### src/rtl/cs_loader.sv
// Power-on microcode loader: copies the control-store EPROM into RAM,
// optionally reads it back for comparison, then releases the machine.
module cs_loader #(
    parameter int ADDR_WIDTH = 8,
    parameter int DATA_WIDTH = 64,
    parameter int READ_WAIT  = 1,
    parameter int VERIFY     = 1
) (
    input  logic                  clk,
    input  logic                  reset,
    input  logic                  reload,
    output logic [ADDR_WIDTH-1:0] cs_addr,
    input  logic [DATA_WIDTH-1:0] rom_data,
    input  logic [DATA_WIDTH-1:0] ram_rdata,
    output logic [DATA_WIDTH-1:0] ram_wdata,
    output logic                  ram__w,
    output logic                  busy,
    output logic                  cs_ready,
    output logic                  load_error,
    output logic [ADDR_WIDTH-1:0] error_addr
);

    localparam int CW = (READ_WAIT > 1) ? $clog2(READ_WAIT) : 1;
    localparam logic [CW-1:0] WAIT_LAST = CW'(READ_WAIT - 1);
    localparam logic [ADDR_WIDTH-1:0] ADDR_LAST = '1;

    typedef enum logic [2:0] {
        S_INIT,
        S_COPY_RD,
        S_COPY_WR,
        S_COPY_HOLD,
        S_VER_RD,
        S_DONE,
        S_ERROR
    } state_t;

    state_t                state, state_n;
    logic [CW-1:0]         wait_cnt, wait_cnt_n;
    logic [ADDR_WIDTH-1:0] cs_addr_n, error_addr_n;
    logic [DATA_WIDTH-1:0] ram_wdata_n;
    logic                  ram__w_n, busy_n, cs_ready_n, load_error_n;
    logic                  wait_last, addr_last;

    assign wait_last = (wait_cnt == WAIT_LAST);
    assign addr_last = (cs_addr == ADDR_LAST);

    always_ff @(posedge clk) begin
        if (reset) begin
            state      <= S_INIT;
            wait_cnt   <= '0;
            cs_addr    <= '0;
            ram_wdata  <= '0;
            ram__w     <= 1'b1;
            busy       <= 1'b0;
            cs_ready   <= 1'b0;
            load_error <= 1'b0;
            error_addr <= '0;
        end else begin
            state      <= state_n;
            wait_cnt   <= wait_cnt_n;
            cs_addr    <= cs_addr_n;
            ram_wdata  <= ram_wdata_n;
            ram__w     <= ram__w_n;
            busy       <= busy_n;
            cs_ready   <= cs_ready_n;
            load_error <= load_error_n;
            error_addr <= error_addr_n;
        end
    end

    // Outputs are computed one cycle ahead so every pin comes from a flop.
    always_comb begin
        state_n      = state;
        wait_cnt_n   = wait_cnt;
        cs_addr_n    = cs_addr;
        ram_wdata_n  = ram_wdata;
        ram__w_n     = 1'b1;
        busy_n       = busy;
        cs_ready_n   = cs_ready;
        load_error_n = load_error;
        error_addr_n = error_addr;
        unique case (state)
            S_INIT: begin
                state_n    = S_COPY_RD;
                wait_cnt_n = '0;
                cs_addr_n  = '0;
                busy_n     = 1'b1;
                cs_ready_n = 1'b0;
            end
            S_COPY_RD: begin
                if (wait_last) begin
                    wait_cnt_n  = '0;
                    ram_wdata_n = rom_data;
                    ram__w_n    = 1'b0;
                    state_n     = S_COPY_WR;
                end else begin
                    wait_cnt_n = wait_cnt + 1'b1;
                end
            end
            S_COPY_WR: begin
                state_n = S_COPY_HOLD;
            end
            S_COPY_HOLD: begin
                if (addr_last) begin
                    cs_addr_n = '0;
                    if (VERIFY != 0) begin
                        state_n = S_VER_RD;
                    end else begin
                        state_n    = S_DONE;
                        busy_n     = 1'b0;
                        cs_ready_n = 1'b1;
                    end
                end else begin
                    cs_addr_n = cs_addr + 1'b1;
                    state_n   = S_COPY_RD;
                end
            end
            S_VER_RD: begin
                if (wait_last) begin
                    wait_cnt_n = '0;
                    if (ram_rdata != rom_data) begin
                        error_addr_n = cs_addr;
                        load_error_n = 1'b1;
                        busy_n       = 1'b0;
                        state_n      = S_ERROR;
                    end else if (addr_last) begin
                        cs_addr_n  = '0;
                        busy_n     = 1'b0;
                        cs_ready_n = 1'b1;
                        state_n    = S_DONE;
                    end else begin
                        cs_addr_n = cs_addr + 1'b1;
                    end
                end else begin
                    wait_cnt_n = wait_cnt + 1'b1;
                end
            end
            S_DONE: begin
                if (reload) begin
                    state_n    = S_INIT;
                    cs_addr_n  = '0;
                    cs_ready_n = 1'b0;
                end
            end
            S_ERROR: begin
                if (reload) begin
                    state_n      = S_INIT;
                    cs_addr_n    = '0;
                    load_error_n = 1'b0;
                    error_addr_n = '0;
                end
            end
            default: begin
                state_n = S_INIT;
            end
        endcase
    end

endmodule

### config.mk
export PLATFORM = sky130hd
export DESIGN_NAME = cs_loader
export DESIGN_NICKNAME = d
export VERILOG_FILES = /design/src/rtl/cs_loader.sv
export SDC_FILE = /design/constraint.sdc
export NUM_CORES = 1
export LEC_CHECK = 0
export BUFFER_PORTS_ARGS = -buffer_cell sky130_fd_sc_hd__buf_2
export CAP_MARGIN = 10
export CELL_PAD_IN_SITES_DETAIL_PLACEMENT = 1
export CELL_PAD_IN_SITES_GLOBAL_PLACEMENT = 1
export CORE_ASPECT_RATIO = 1.4
export CORE_MARGIN = 5
export CORE_UTILIZATION = 30
export DETAILED_ROUTE_END_ITERATION = 6
export PLACE_DENSITY_LB_ADDON = 0.1
export SLEW_MARGIN = 20
export SYNTH_ARGS = -nofsm -noshare
export SYNTH_HDL_FRONTEND = slang
export SYNTH_SLANG_ARGS = --single-unit
### constraint.sdc
create_clock -name clk -period 4.5 [get_ports clk]
set_input_delay 0.9 -clock clk [delete_from_list [all_inputs] [get_ports clk]]
set_output_delay 0.9 -clock clk [all_outputs]
set_load 0.01 [all_outputs]
# Yosys cells after proc, flatten, opt, wreduce, memory -nomap -nowiden
# Index checks and enable logic that the tools add are counted.
dict set report classes {
  reduce_logical 15
  n_eq_ne 17
  muxes 30
  bitwise 2
  add_sub_neg 2
}
# cell count
set op_table {}
lappend op_table {{$ne A64 B64 Y1} 1}
lappend op_table {{$mux W8} 6}
lappend op_table {{$pmux W8 S4} 1}
lappend op_table {{$mux W3} 6}
lappend op_table {{$pmux W3 S6} 1}
lappend op_table {{$pmux W8 S2} 1}
lappend op_table {{$ne A2 B2 Y1 const B} 7}
lappend op_table {{$reduce_and A4 Y1} 3}
lappend op_table {{$mux W1} 11}
lappend op_table {{$eq A3 B3 Y1 const B} 3}
lappend op_table {{$add A8 B1 Y8 const B} 1}
lappend op_table {{$eq A8 B8 Y1 const B} 1}
lappend op_table {{$eq A3 B2 Y1 const B} 2}
lappend op_table {{$pmux W1 S2} 3}
lappend op_table {{$reduce_bool A2 Y1} 3}
lappend op_table {{$reduce_or A2 Y1} 3}
lappend op_table {{$reduce_and A5 Y1} 1}
lappend op_table {{$reduce_bool A4 Y1} 1}
lappend op_table {{$eq A3 B1 Y1 const B} 1}
lappend op_table {{$logic_not A3 Y1} 1}
lappend op_table {{$ne A3 B3 Y1 const B} 1}
lappend op_table {{$pmux W1 S3} 1}
lappend op_table {{$reduce_and A3 Y1} 1}
lappend op_table {{$reduce_bool A3 Y1} 1}
lappend op_table {{other kinds (4)} 5}
dict set report word_totals {
  in_bits 131
  reg_bits 88
  word_cells 75
  out_inout_bits 84
}

# Depth between registers and ports, before layout
# Gate-level depths: netlist of the first run.
dict set report depth {
  depth_word 5
  depth_mapped 8
  mapped_depth_nobuf 7
}

# Least setup slack after synthesis of the first run
# Ideal clock, no wire load.
dict set report synth_path {
  path_type {in2reg}
  from {in rom_data[25]}
  to {reg state[0]}
  path_slack_ps 2164
  path_buffers 0
  path_stages 6
  required_time_ps 4420
  arrival_ps 2257
  setup_time_ps 80
  path_cell_list {xnor2_1 nand4_1 nor4_1 nand4_2 or3_1 a211oi_2}
}
dict set report synth_between {
  elab_chain_cells 4
  elab_cells_between_ends 6
  classes_between {eq/ne (2); mux (3); reduce/logical (1)}
}
# item line
set synth_rtl {}
lappend synth_rtl {{start, declared} 13} ;# input logic [DATA_WIDTH-1:0] rom_data,
lappend synth_rtl {{$ne A64 B64 Y1 (*)} 121} ;# if (ram_rdata != rom_data) begin
lappend synth_rtl {{$mux W3} 121}
lappend synth_rtl {{$mux W3} 119} ;# if (wait_last) begin
lappend synth_rtl {{$pmux W3 S6} 82} ;# unique case (state)
lappend synth_rtl {{end signal, assigned} 59} ;# state <= state_n;
lappend synth_rtl {{end, declared} 37} ;# state_t state, state_n;
# Every way passes the cells marked *; elsewhere a longest branch is shown, timed or not. The select of a mux whose other input is x is not followed.
# A chain may end at the register's enable or synchronous reset.

# Final worst setup path of the first run
dict set report layout_path {
  from {in rom_data[25]}
  to {reg error_addr[0]}
}
dict set report layout_between {
  elab_chain_cells 3
}
# item line
set layout_rtl {}
lappend layout_rtl {{$ne A64 B64 Y1} 121}
lappend layout_rtl {{$ne A2 B2 Y1 (no source line)} -}
lappend layout_rtl {{$reduce_and A4 Y1 (no source line)} -}
lappend layout_rtl {{end signal, assigned} 67} ;# error_addr <= error_addr_n;
lappend layout_rtl {{end, declared} 20} ;# output logic [ADDR_WIDTH-1:0] error_addr
# Every way passes these cells.

==> metrics.cfg, run 1 <==
[cells_and_area]
area.growth.synth_to_final_pct = 36.50
final_common_cell = buf_2
drive_above_1_share_pct = 32.66
final_area_um2 = 5858
final_cell_mix = buf_2 (214), nand2_1 (153), dfxtp_1 (87)
fin_nets = 874
diodes = 0

[synthesis]
yosysSeqAreaShare_pct = 40.58
syn_avg_cell_area_um2 = 7.846
syn_nets = 679
syn_area_um2 = 4292
yosysUniqueCellTypes = 45
synthCells = 547
synth_async_sr_flop_share_pct = 0
yosysWarningCount = 0
synth-seq-cells = 87
synth_edf_count = 0
synth-main-ff-cell = dfxtp_1

[sta]
final.period_utilization_pct = 66.06
fin_skew_ps = 9.298
setup_ws_ps = 1527
hold_viol_final = 0
tns_ps = 0
fin_hold_ws_ps = 454.7
maxSlewHeadroom_pct = 40.92
finalMaxSlewViolations = 0
tightest_slew_ps = 886.2
max_freq_mhz = 336.4
period_needed_ps = 2973
rsz0062_at_grt = no
setup_viol = 0

[critical_path]
crit_fanout = 19
crit_arrival_ps = 3230
crit_type = input pin to register
startpoint_type = input pin
worstPathRequired_ps = 4760
crit_path_end_kind = register

[clock_network]
h-tree-depth = 3
postCtsHoldBufs = 0
numCtsBuffers = 9
postCtsSetupBuffers = 0
clk_pin_slew_ps = 60
root_buffer = clkbuf_16
cts_buffer_depth = 2
cts_tree = done
cts-resized-gates = 0
cts_sinks = 87
clk_latency_ps = 340

[power_and_ir_drop]
ir_drop_mv = 0.1699
leakage_nw = 2.561
p_per_area_nw_per_um2 = 443.9
total_power_w = 0.002600

[routing]
drt-total-wl_um = 17250
vias_per_cell = 4.952
drc = 0
routed-via-count = 4615
wire_per_inst_um = 18.51
dr.first_iter.drc_count = 128
firstDrtPassIters = 4
ant_nets = 0

[floorplan]
die_y_um = 151.5
start_util_pct = 30.71
die_x_um = 111.1
core_area_um2 = 13970
rows = 51
die-area_um2 = 16830
pin_count = 215

[grt]
gr-usage-all-layers_pct = 20.04
grt_max_degree = 47
overflow = 0
antenna_found_initial = 0
grt_pass1_vias = 4984
grt_pass1_wl_um = 26420

[job]
cap_violations = 0

[place]
io_buffers = 214
dp_slack_ps = 1081
place_area_um2 = 5519
place.gp.congestion = 0.8029
hpwl_um = 13640

[status]
outcome = completed

[worst_hold_path]
hold_path.class = register to register

## critical path, cell delays in order
cell and delay (ps):
buf_2 110, xnor2_1 160, nand4_1 160, nor4_1 550, nand4_2 580, nand2_2 500, mux2i_1 260
## cell usage after synthesis, types with 2 or more instances
library cell / count / area (µm²)
nand2_1: 153 / 574.3
dfxtp_1: 87 / 1742
a21oi_1: 78 / 390.4
xnor2_1: 66 / 578.1
clkbuf_1: 30 / 112.6
nor2_1: 19 / 71.32
nand4_1: 17 / 106.4
mux2i_1: 11 / 110.1
nand2b_1: 10 / 62.56
o21ai_0: 9 / 45.04
buf_2: 4 / 20.02
inv_1: 4 / 15.01
nand3_1: 4 / 20.02
nor3_1: 4 / 20.02
a221oi_1: 3 / 26.28
a22oi_1: 3 / 22.52
and3_1: 3 / 18.77
nand3b_1: 3 / 22.52
nor4_2: 3 / 37.54
or2_2: 3 / 18.77
or3_1: 3 / 18.77
a31oi_1: 2 / 12.51
and2_1: 2 / 12.51
nor3b_1: 2 / 15.01
o2111ai_1: 2 / 17.52
o221ai_1: 2 / 17.52
o31ai_1: 2 / 15.01
## power breakdown
part,internal [W],switching (W)
Sequential,0.000876,0.0000816
Combinational,0.000292,0.000482
Clock,0.000545,0.000323
## stage by stage
stage / instances / util, %
3_3_place_gp: 915 / 39.30
5_1_grt: 932 / 41.92
3_5_place_dp: 916 / 39.49
6_report: 932 / 41.92
4_1_cts: 932 / 41.92
2_1_floorplan: 547 / -
## cell families (layout without fill, tap and decap cells)
kind of cell	Yosys count	count (layout)	share of synthesized area, %
XOR/XNOR	66	66	13.47
AO/OA/AOI/OAI	112	112	15.19
AND/OR/NAND/NOR	232	232	24.46
buffers and inverters	38	238	3.440
flip-flops	87	87	40.58
adder cells (fa/ha/maj)	1	1	0.2915
multiplexers	11	11	2.566
## cell type report
type                            count  area, µm²
Sequential cell                    87       1742
Fill cell                        1817       8117
Multi-Input combinational cell    422       2410
Clock inverter                      5      106.4
Clock buffer                       11      232.7
Timing Repair Buffer              218       1121
Tap cell                          185      231.5
Inverter                            4      15.01
## flip-flops by register name (all words and copies together) (netlist names)
| name | cells |
|---|---|
| error_addr | 8 |
| state | 3 |
| busy | 1 |
| ram_wdata | 64 |
| ram__w | 1 |
| cs_addr | 8 |
| load_error | 1 |
| cs_ready | 1 |
## worst paths after layout
check                                  start                          to  depth (start not counted)  slack, ps
setup / recovery                rom_data[25]  error_addr[0]$_SDFFE_PP0P_                          7       1530
hold / removal    ram_wdata[61]$_SDFFE_PP0P_  ram_wdata[61]$_SDFFE_PP0P_                          2        450
setup reg to reg       state[1]$_SDFFE_PP0P_     cs_addr[5]$_SDFFE_PP0P_                          5       2000
hold reg to reg   ram_wdata[61]$_SDFFE_PP0P_  ram_wdata[61]$_SDFFE_PP0P_                          2        450
## per-layer routing
layer / share of wire [%] / GRT usage (%)
met2: 54 / 38.40
met3: 6.2 / 5.085
met5: 0 / 0
met4: 2.9 / 8.338
met1: 37 / 20.78
No activity file was read; power rests on OpenSTA's default activity.
==> run 2, diff against run 1 <==
==> constraint.sdc (replaced) <==
create_clock -name clk -period 2.9 [get_ports clk]
set_input_delay 0.58 -clock clk [delete_from_list [all_inputs] [get_ports clk]]
set_output_delay 0.58 -clock clk [all_outputs]
set_load 0.01 [all_outputs]
==> run 2 against run 1 <==
  * Count of clock-buffer cells in the layout up 1
  * Global-route usage fell by 0.47 points
  * Sequential power increased by 56%
  * Power rose by 46%
  * Worst hold slack got worse by 2.4 ps
  * Die area is the same
  * Design area shrank 0.49%
  * Critical path depth grew 1
  * Non-clock buffer count is 6 higher
  * Cell count increased by 0.64%
  * Clock skew is 1.7 ps lower
  * Sequential cell count did not move
==> metrics.cfg, run 2 (same netlist as run 1, synthesis figures left out) <==
[grt]
gr-usage-all-layers_pct = 19.57  ; -0.47 points
overflow = 0  ; unchanged
grt_max_degree = 47  ; unchanged
grt_pass1_wl_um = 25760  ; -2.5%
antenna_found_initial = 0  ; unchanged
grt_pass1_vias = 4780  ; -4.1%

[sta]
rsz0062_at_grt = no
hold_viol_final = 0  ; unchanged
tightest_slew_ps = 707.0  ; -179.2 ps
period_needed_ps = 2378
max_freq_mhz = 420.5
fin_skew_ps = 7.630  ; -1.667 ps
maxSlewHeadroom_pct = 52.80  ; +12 points
setup_viol = 0  ; unchanged
tns_ps = 0  ; unchanged
final.period_utilization_pct = 82.00
finalMaxSlewViolations = 0  ; unchanged

[critical_path]
worstPathRequired_ps = 3160  ; -1600 ps
crit_type = input pin to register
crit_fanout = 11  ; -8
crit_arrival_ps = 2640  ; -590 ps
reg2reg_slack_ps = 570  ; -1430 ps
startpoint_type = input pin
reg2regPathDepth = 6  ; +1
reg2reg_from = state[2]$_SDFFE_PP0P_
regToRegEndpoint = cs_addr[2]$_SDFFE_PP0P_
crit_path_end_kind = register

[clock_network]
root_buffer = clkbuf_16
postCtsHoldBufs = 0  ; unchanged
cts-resized-gates = 0  ; unchanged
h-tree-depth = 3  ; unchanged
clk_pin_slew_ps = 70  ; about the same
numCtsBuffers = 9  ; unchanged
postCtsSetupBuffers = 0  ; unchanged
cts_sinks = 87  ; unchanged
cts_tree = done
cts_buffer_depth = 2  ; unchanged
clk_latency_ps = 340  ; about the same

[power_and_ir_drop]
total_power_w = 0.003804  ; +46%
ir_drop_mv = 0.2531  ; +49%
leakage_nw = 2.558  ; about the same
p_per_area_nw_per_um2 = 652.6  ; +47%

[cells_and_area]
drive_above_1_share_pct = 33.33  ; +0.67 points
top_register = ram_wdata
diodes = 0  ; unchanged
multi_input_area_um2 = 2410  ; unchanged
largest_reg_flops = 64  ; unchanged
fin_nets = 880  ; +0.69%
final_common_cell = buf_2
final_cell_mix = buf_2 (214), nand2_1 (153), dfxtp_1 (87)
area.growth.synth_to_final_pct = 35.83
reg_top3 = ram_wdata: 64 flops, cs_addr: 8 flops, error_addr: 8 flops
num-fill-cells = 1750  ; -3.7%
final_area_um2 = 5829  ; -0.49%
ff_latch_area_um2 = 1742  ; unchanged

[floorplan]
die-area_um2 = 16830  ; unchanged
pin_count = 215  ; unchanged
die_y_um = 151.5  ; unchanged
die_x_um = 111.1  ; unchanged
core_area_um2 = 13970  ; unchanged
rows = 51  ; unchanged
start_util_pct = 30.71  ; unchanged

[worst_hold_path]
hold_depth = 2  ; unchanged
hold_start = ram_wdata[0]$_SDFFE_PP0P_
hold_path.class = register to register
hold_end = ram_wdata[0]$_SDFFE_PP0P_

[routing]
ant_nets = 0  ; unchanged
dr.first_iter.drc_count = 129  ; +0.78%
firstDrtPassIters = 4  ; unchanged
drt-total-wl_um = 17000  ; -1.5%
routed-via-count = 4599  ; -0.35%
drc = 0  ; unchanged
wire_per_inst_um = 18.12  ; -2.1%
vias_per_cell = 4.903  ; -0.98%

[job]
cap_violations = 0  ; unchanged

[place]
place.gp.congestion = 0.8413  ; +4.8%
hpwl_um = 13410  ; -1.7%
io_buffers = 214  ; unchanged
place_area_um2 = 5544  ; +0.45%

[status]
outcome = completed

-- run 2: cell count changes in the layout (fill, tap and decap cells not counted) --
| cell | previous run | this run |
|---|---|---|
| buf_4 | 3 | 10 |
| bufinv_16 | 3 | 0 |
| clkbuf_8 | 0 | 2 |
| buf_16 | 1 | 0 |
| clkbuf_1 | 2 | 1 |
| clkinv_2 | 0 | 1 |
| clkinv_4 | 1 | 0 |
| clkinvlp_4 | 1 | 2 |
| inv_6 | 0 | 1 |
-- run 2: worst max-delay path, cell delays in order --
cell,delay [ps]
buf_2,120
xnor2_1,240
nand4_1,170
nor4_2,370
buf_4,170
nand4_2,320
or3_1,470
a211oi_2,200
-- run 2: per-layer routing --
| metal | global-route usage [%] | routed length, µm | vias to the layer above |
|---|---|---|---|
| met5 | 0 | 0 | - |
| met4 | 5.843 | 269 | 0 |
| met3 | 5.205 | 1103 | 15 |
| met2 | 37.39 | 9213 | 128 |
| met1 | 21.17 | 6411 | 2197 |
| li1 | - | - | 2259 |
-- run 2: how the worst max path moves through the flow --
stage,slack (ps),end,from
2_1_floorplan,880,state[0]$_SDFFE_PP0P_,rom_data[25]
3_3_place_gp,220,state[0]$_SDFFE_PP0P_,rom_data[54]
3_5_place_dp,180,state[0]$_SDFFE_PP0P_,rom_data[54]
4_1_cts,480,state[0]$_SDFFE_PP0P_,rom_data[60]
5_1_grt,330,state[0]$_SDFFE_PP0P_,rom_data[60]
6_report,520,state[0]$_SDFFE_PP0P_,rom_data[60]
-- run 2: report_power, final --
group | leakage (nW) | internal (W) | switching, W
Combinational | 1.71 | 0.000447 | 0.000737
Clock | 0.135 | 0.000630 | 0.000503
Sequential | 0.710 | 0.00136 | 0.000127
Total | 2.56 | 0.00244 | 0.00137
-- run 2: layout make-up --
cell class,count,share of cell area [%]
multi-input combinational,422,41.34
inverter,4,0.2576
sequential,87,29.88
timing repair buffer,224,19.66
tap,185,3.971
clock buffer,12,4.400
clock inverter,4,0.4937
-- run 2: per-stage QoR --
stage                     setup WS [ps]  hold WS (ps)  instances  utilization [%]
after global placement            216.3         439.8        922            39.67
after global routing              327.6         472.8        938            41.71
final                             522.1         452.3        938            41.71
after CTS                         476.6         455.7        938            41.71
after detailed placement          175.7         446.6        922            39.67
after floorplan                   883.9         480.5        547                -
==> run 3, diff against run 2 <==
--- a/config.mk
+++ b/config.mk
@@ -5,6 +5,7 @@
 export SDC_FILE = /design/constraint.sdc
 export NUM_CORES = 1
 export LEC_CHECK = 0
+export ABC_AREA = 1
 export BUFFER_PORTS_ARGS = -buffer_cell sky130_fd_sc_hd__buf_2
 export CAP_MARGIN = 10
 export CELL_PAD_IN_SITES_DETAIL_PLACEMENT = 1
==> constraint.sdc (replaced) <==
create_clock -name clk -period 2.5 [get_ports clk]
set_input_delay 0.5 -clock clk [delete_from_list [all_inputs] [get_ports clk]]
set_output_delay 0.5 -clock clk [all_outputs]
set_load 0.01 [all_outputs]
==> run 3 against run 2 <==
  * Synthesized cell count up 22%
  * Sequential power grew 5%
  * Die area increased by 0.83%
  * Power increased by 1.1%
  * Setup slack got worse by 110 ps
  * Clock power rose by 39%
  * First-iteration DRC count shrank 0.78%
  * Critical path type is now register to register
==> metrics.cfg, run 3 <==
[power_and_ir_drop]
leakage_nw = 3.200  ; +25%
ir_drop_mv = 0.3921  ; +55%
p_per_area_nw_per_um2 = 646.7  ; -0.90%
total_power_w = 0.003845  ; +1.1%

[sta]
tns_ps = 0  ; unchanged
max_freq_mhz = 479.8
hold_viol_final = 0  ; unchanged
setup_ws_ps = 415.6  ; -106.5 ps
finalMaxSlewViolations = 0  ; unchanged
rsz0062_at_grt = no
tightest_slew_ps = 789.0  ; +81.98 ps
setup_viol = 0  ; unchanged
maxSlewHeadroom_pct = 47.40  ; -5.4 points
period_needed_ps = 2084
final.period_utilization_pct = 83.37
fin_skew_ps = 6.766  ; -0.8647 ps

[routing]
dr.first_iter.drc_count = 128  ; -0.78%
drt-total-wl_um = 16000  ; -5.8%
drc = 0  ; unchanged
firstDrtPassIters = 4  ; unchanged
ant_nets = 0  ; unchanged
wire_per_inst_um = 14.96  ; -17%
vias_per_cell = 4.629  ; -5.6%
routed-via-count = 4953  ; +7.7%

[cells_and_area]
fin_nets = 1007  ; +14%
drive_above_1_share_pct = 28.30  ; -5.0 points
largest_reg_flops = 64  ; unchanged
area.growth.synth_to_final_pct = 37.30
final_common_cell = buf_2
top_register = ram_wdata
reg_top3 = ram_wdata: 64 flops, cs_addr: 8 flops, error_addr: 8 flops
final_cell_mix = buf_2 (214), nor2_1 (169), nand2_1 (132)

[place]
io_buffers = 214  ; unchanged
place.gp.congestion = 0.7971  ; -5.3%
dp_slack_ps = 261.4  ; +85.75 ps
hpwl_um = 12660  ; -5.6%

[job]
cap_violations = 0  ; unchanged

[clock_network]
root_buffer = clkbuf_16
numCtsBuffers = 9  ; unchanged
h-tree-depth = 3  ; unchanged
postCtsHoldBufs = 0  ; unchanged
cts_buffer_depth = 2  ; unchanged
clk_pin_slew_ps = 70  ; about the same
clk_latency_ps = 340  ; about the same
cts-resized-gates = 0  ; unchanged
cts_tree = done
cts_sinks = 87  ; unchanged
postCtsSetupBuffers = 0  ; unchanged

[grt]
gr-usage-all-layers_pct = 18.40  ; -1.2 points
grt_max_degree = 87  ; +85%
antenna_found_initial = 3  ; +3
overflow = 0  ; unchanged
grt_pass1_vias = 5314  ; +11%
grt_pass1_wl_um = 25430  ; -1.3%

[critical_path]
crit_path_end_kind = register
crit_arrival_ps = 2320  ; -320 ps
crit_fanout = 6  ; -5
reg2reg_from = cs_addr[0]$_SDFFE_PP0P_
crit_type = register to register
startpoint_type = register
reg2regPathDepth = 10  ; +4
regToRegEndpoint = state[0]$_SDFFE_PP0P_
worstPathRequired_ps = 2740  ; -420 ps
reg2reg_slack_ps = 420  ; -150 ps
crit_end = state[0]$_SDFFE_PP0P_
crit_path_start = cs_addr[0]$_SDFFE_PP0P_

[synthesis]
yosysWarningCount = 0  ; unchanged
syn_nets = 801  ; +18%
synth_async_sr_flop_share_pct = 0  ; unchanged
synthCells = 669  ; +22%
yosysMostFrequentCell = nor2_1
syn_avg_cell_area_um2 = 6.473  ; -17%
synth.top_cell.area_share_pct = 40.22  ; -0.36 points
syn_area_um2 = 4330  ; +0.90%
synth-main-ff-cell = dfxtp_1
synth_edf_count = 0  ; unchanged
synth-seq-cells = 87  ; unchanged
yosysSeqAreaShare_pct = 40.22  ; -0.36 points
yosysUniqueCellTypes = 25  ; -44%
synthTopCellsByArea = dfxtp_1 (40%), nor2_1 (15%), nand2_1 (11%)
synth_largest_area_cell = dfxtp_1
synth_common_cells = nor2_1 (169), nand2_1 (132), dfxtp_1 (87), o21ai_0 (68), inv_1 (65)

[status]
outcome = completed

[floorplan]
die_x_um = 111.5  ; +0.41%
pin_count = 215  ; unchanged
die_y_um = 152.2  ; +0.42%
die-area_um2 = 16970  ; +0.83%
start_util_pct = 30.25  ; -0.46 points
rows = 52  ; +2.0%
core_area_um2 = 14310  ; +2.4%

[worst_hold_path]
hold_path.class = input pin to register

## run 3: cell count changes after synthesis, moves of 21 or more
cell | previous run | this run
o21ai_0 | 9 | 68
xor2_1 | 0 | 31
inv_1 | 4 | 65
a21oi_1 | 78 | 42
nor2_1 | 19 | 169
nand2_1 | 153 | 132
xnor2_1 | 66 | 0
## run 3: power by group
group	internal (W)	switching, W
registers	0.00150	0.0000597
logic	0.000280	0.000432
clock network	0.00100	0.000573
total	0.00278	0.00106
## run 3: logic make-up (layout without fill, tap and decap cells)
kind of cell | after synthesis | in the layout | synth area share (%)
AND/OR/NAND/NOR | 337 | 337 | 30.92
AO/OA/AOI/OAI | 112 | 112 | 13.38
buffers and inverters | 101 | 312 | 8.928
flip-flops | 87 | 87 | 40.22
XOR/XNOR | 31 | 31 | 6.270
adder cells (fa/ha/maj) | 1 | 1 | 0.2889
other | 0 | 1 | 0
## run 3: critical path: stages, from the launching register on
cell and delay (ps):
dfxtp_1 440, ha_1 230, nand3_1 140, nor2_1 190
nand4_1 230, inv_1 260, nor2_1 70, a21oi_1 140
o21ai_0 120, nor2_1 120, nor2_1 50
## run 3: worst min-delay path by stage
stage                                     start                         end  slack (ps)  cells after the start
after CTS                          rom_data[23]  ram_wdata[23]$_SDFFE_PP0P_         400                      3
after global routing                rom_data[4]   ram_wdata[4]$_SDFFE_PP0P_         400                      3
final                              rom_data[26]  ram_wdata[26]$_SDFFE_PP0P_         410                      3
after floorplan           cs_ready$_SDFFE_PP0P_       cs_ready$_SDFFE_PP0P_         470                      2
after global placement    cs_ready$_SDFFE_PP0P_       cs_ready$_SDFFE_PP0P_         450                      2
after detailed placement  cs_ready$_SDFFE_PP0P_       cs_ready$_SDFFE_PP0P_         460                      2
## run 3: per-layer routing
layer  global-route usage, %  up-vias  part of all wire, %
met3                   6.555       27                  7.3
met4                   5.797        4                  2.3
met1                   17.54     2300                   35
met5                       0        -                 0.12
li1                        -     2490                    -
met2                   36.07      132                   55
## run 3: stage by stage
| stage | cell area [µm²] | utilization (%) | std cells | hold slack (ps) |
|---|---|---|---|---|
| 6_report | 5946 | 41.54 | 1070 | 411.8 |
| 4_1_cts | 5943 | 41.52 | 1069 | 398.9 |
| 3_5_place_dp | 5597 | 39.10 | 1053 | 463.7 |
| 3_3_place_gp | 5597 | 39.10 | 1053 | 449.3 |
| 2_1_floorplan | 4330 | - | 669 | 469.2 |
| 5_1_grt | 5946 | 41.54 | 1070 | 400.3 |
## run 3: final cells by class
cell class              instances  area [µm²]
diodes                          1       2.502
fillers                      1942        8368
inverters                      77       289.0
multi-input cells             481        2208
repair buffers                219        1121
flip-flops and latches         87        1742
clock inverters                 6       107.6
clock buffers                  10       239.0
well taps                     189       236.5
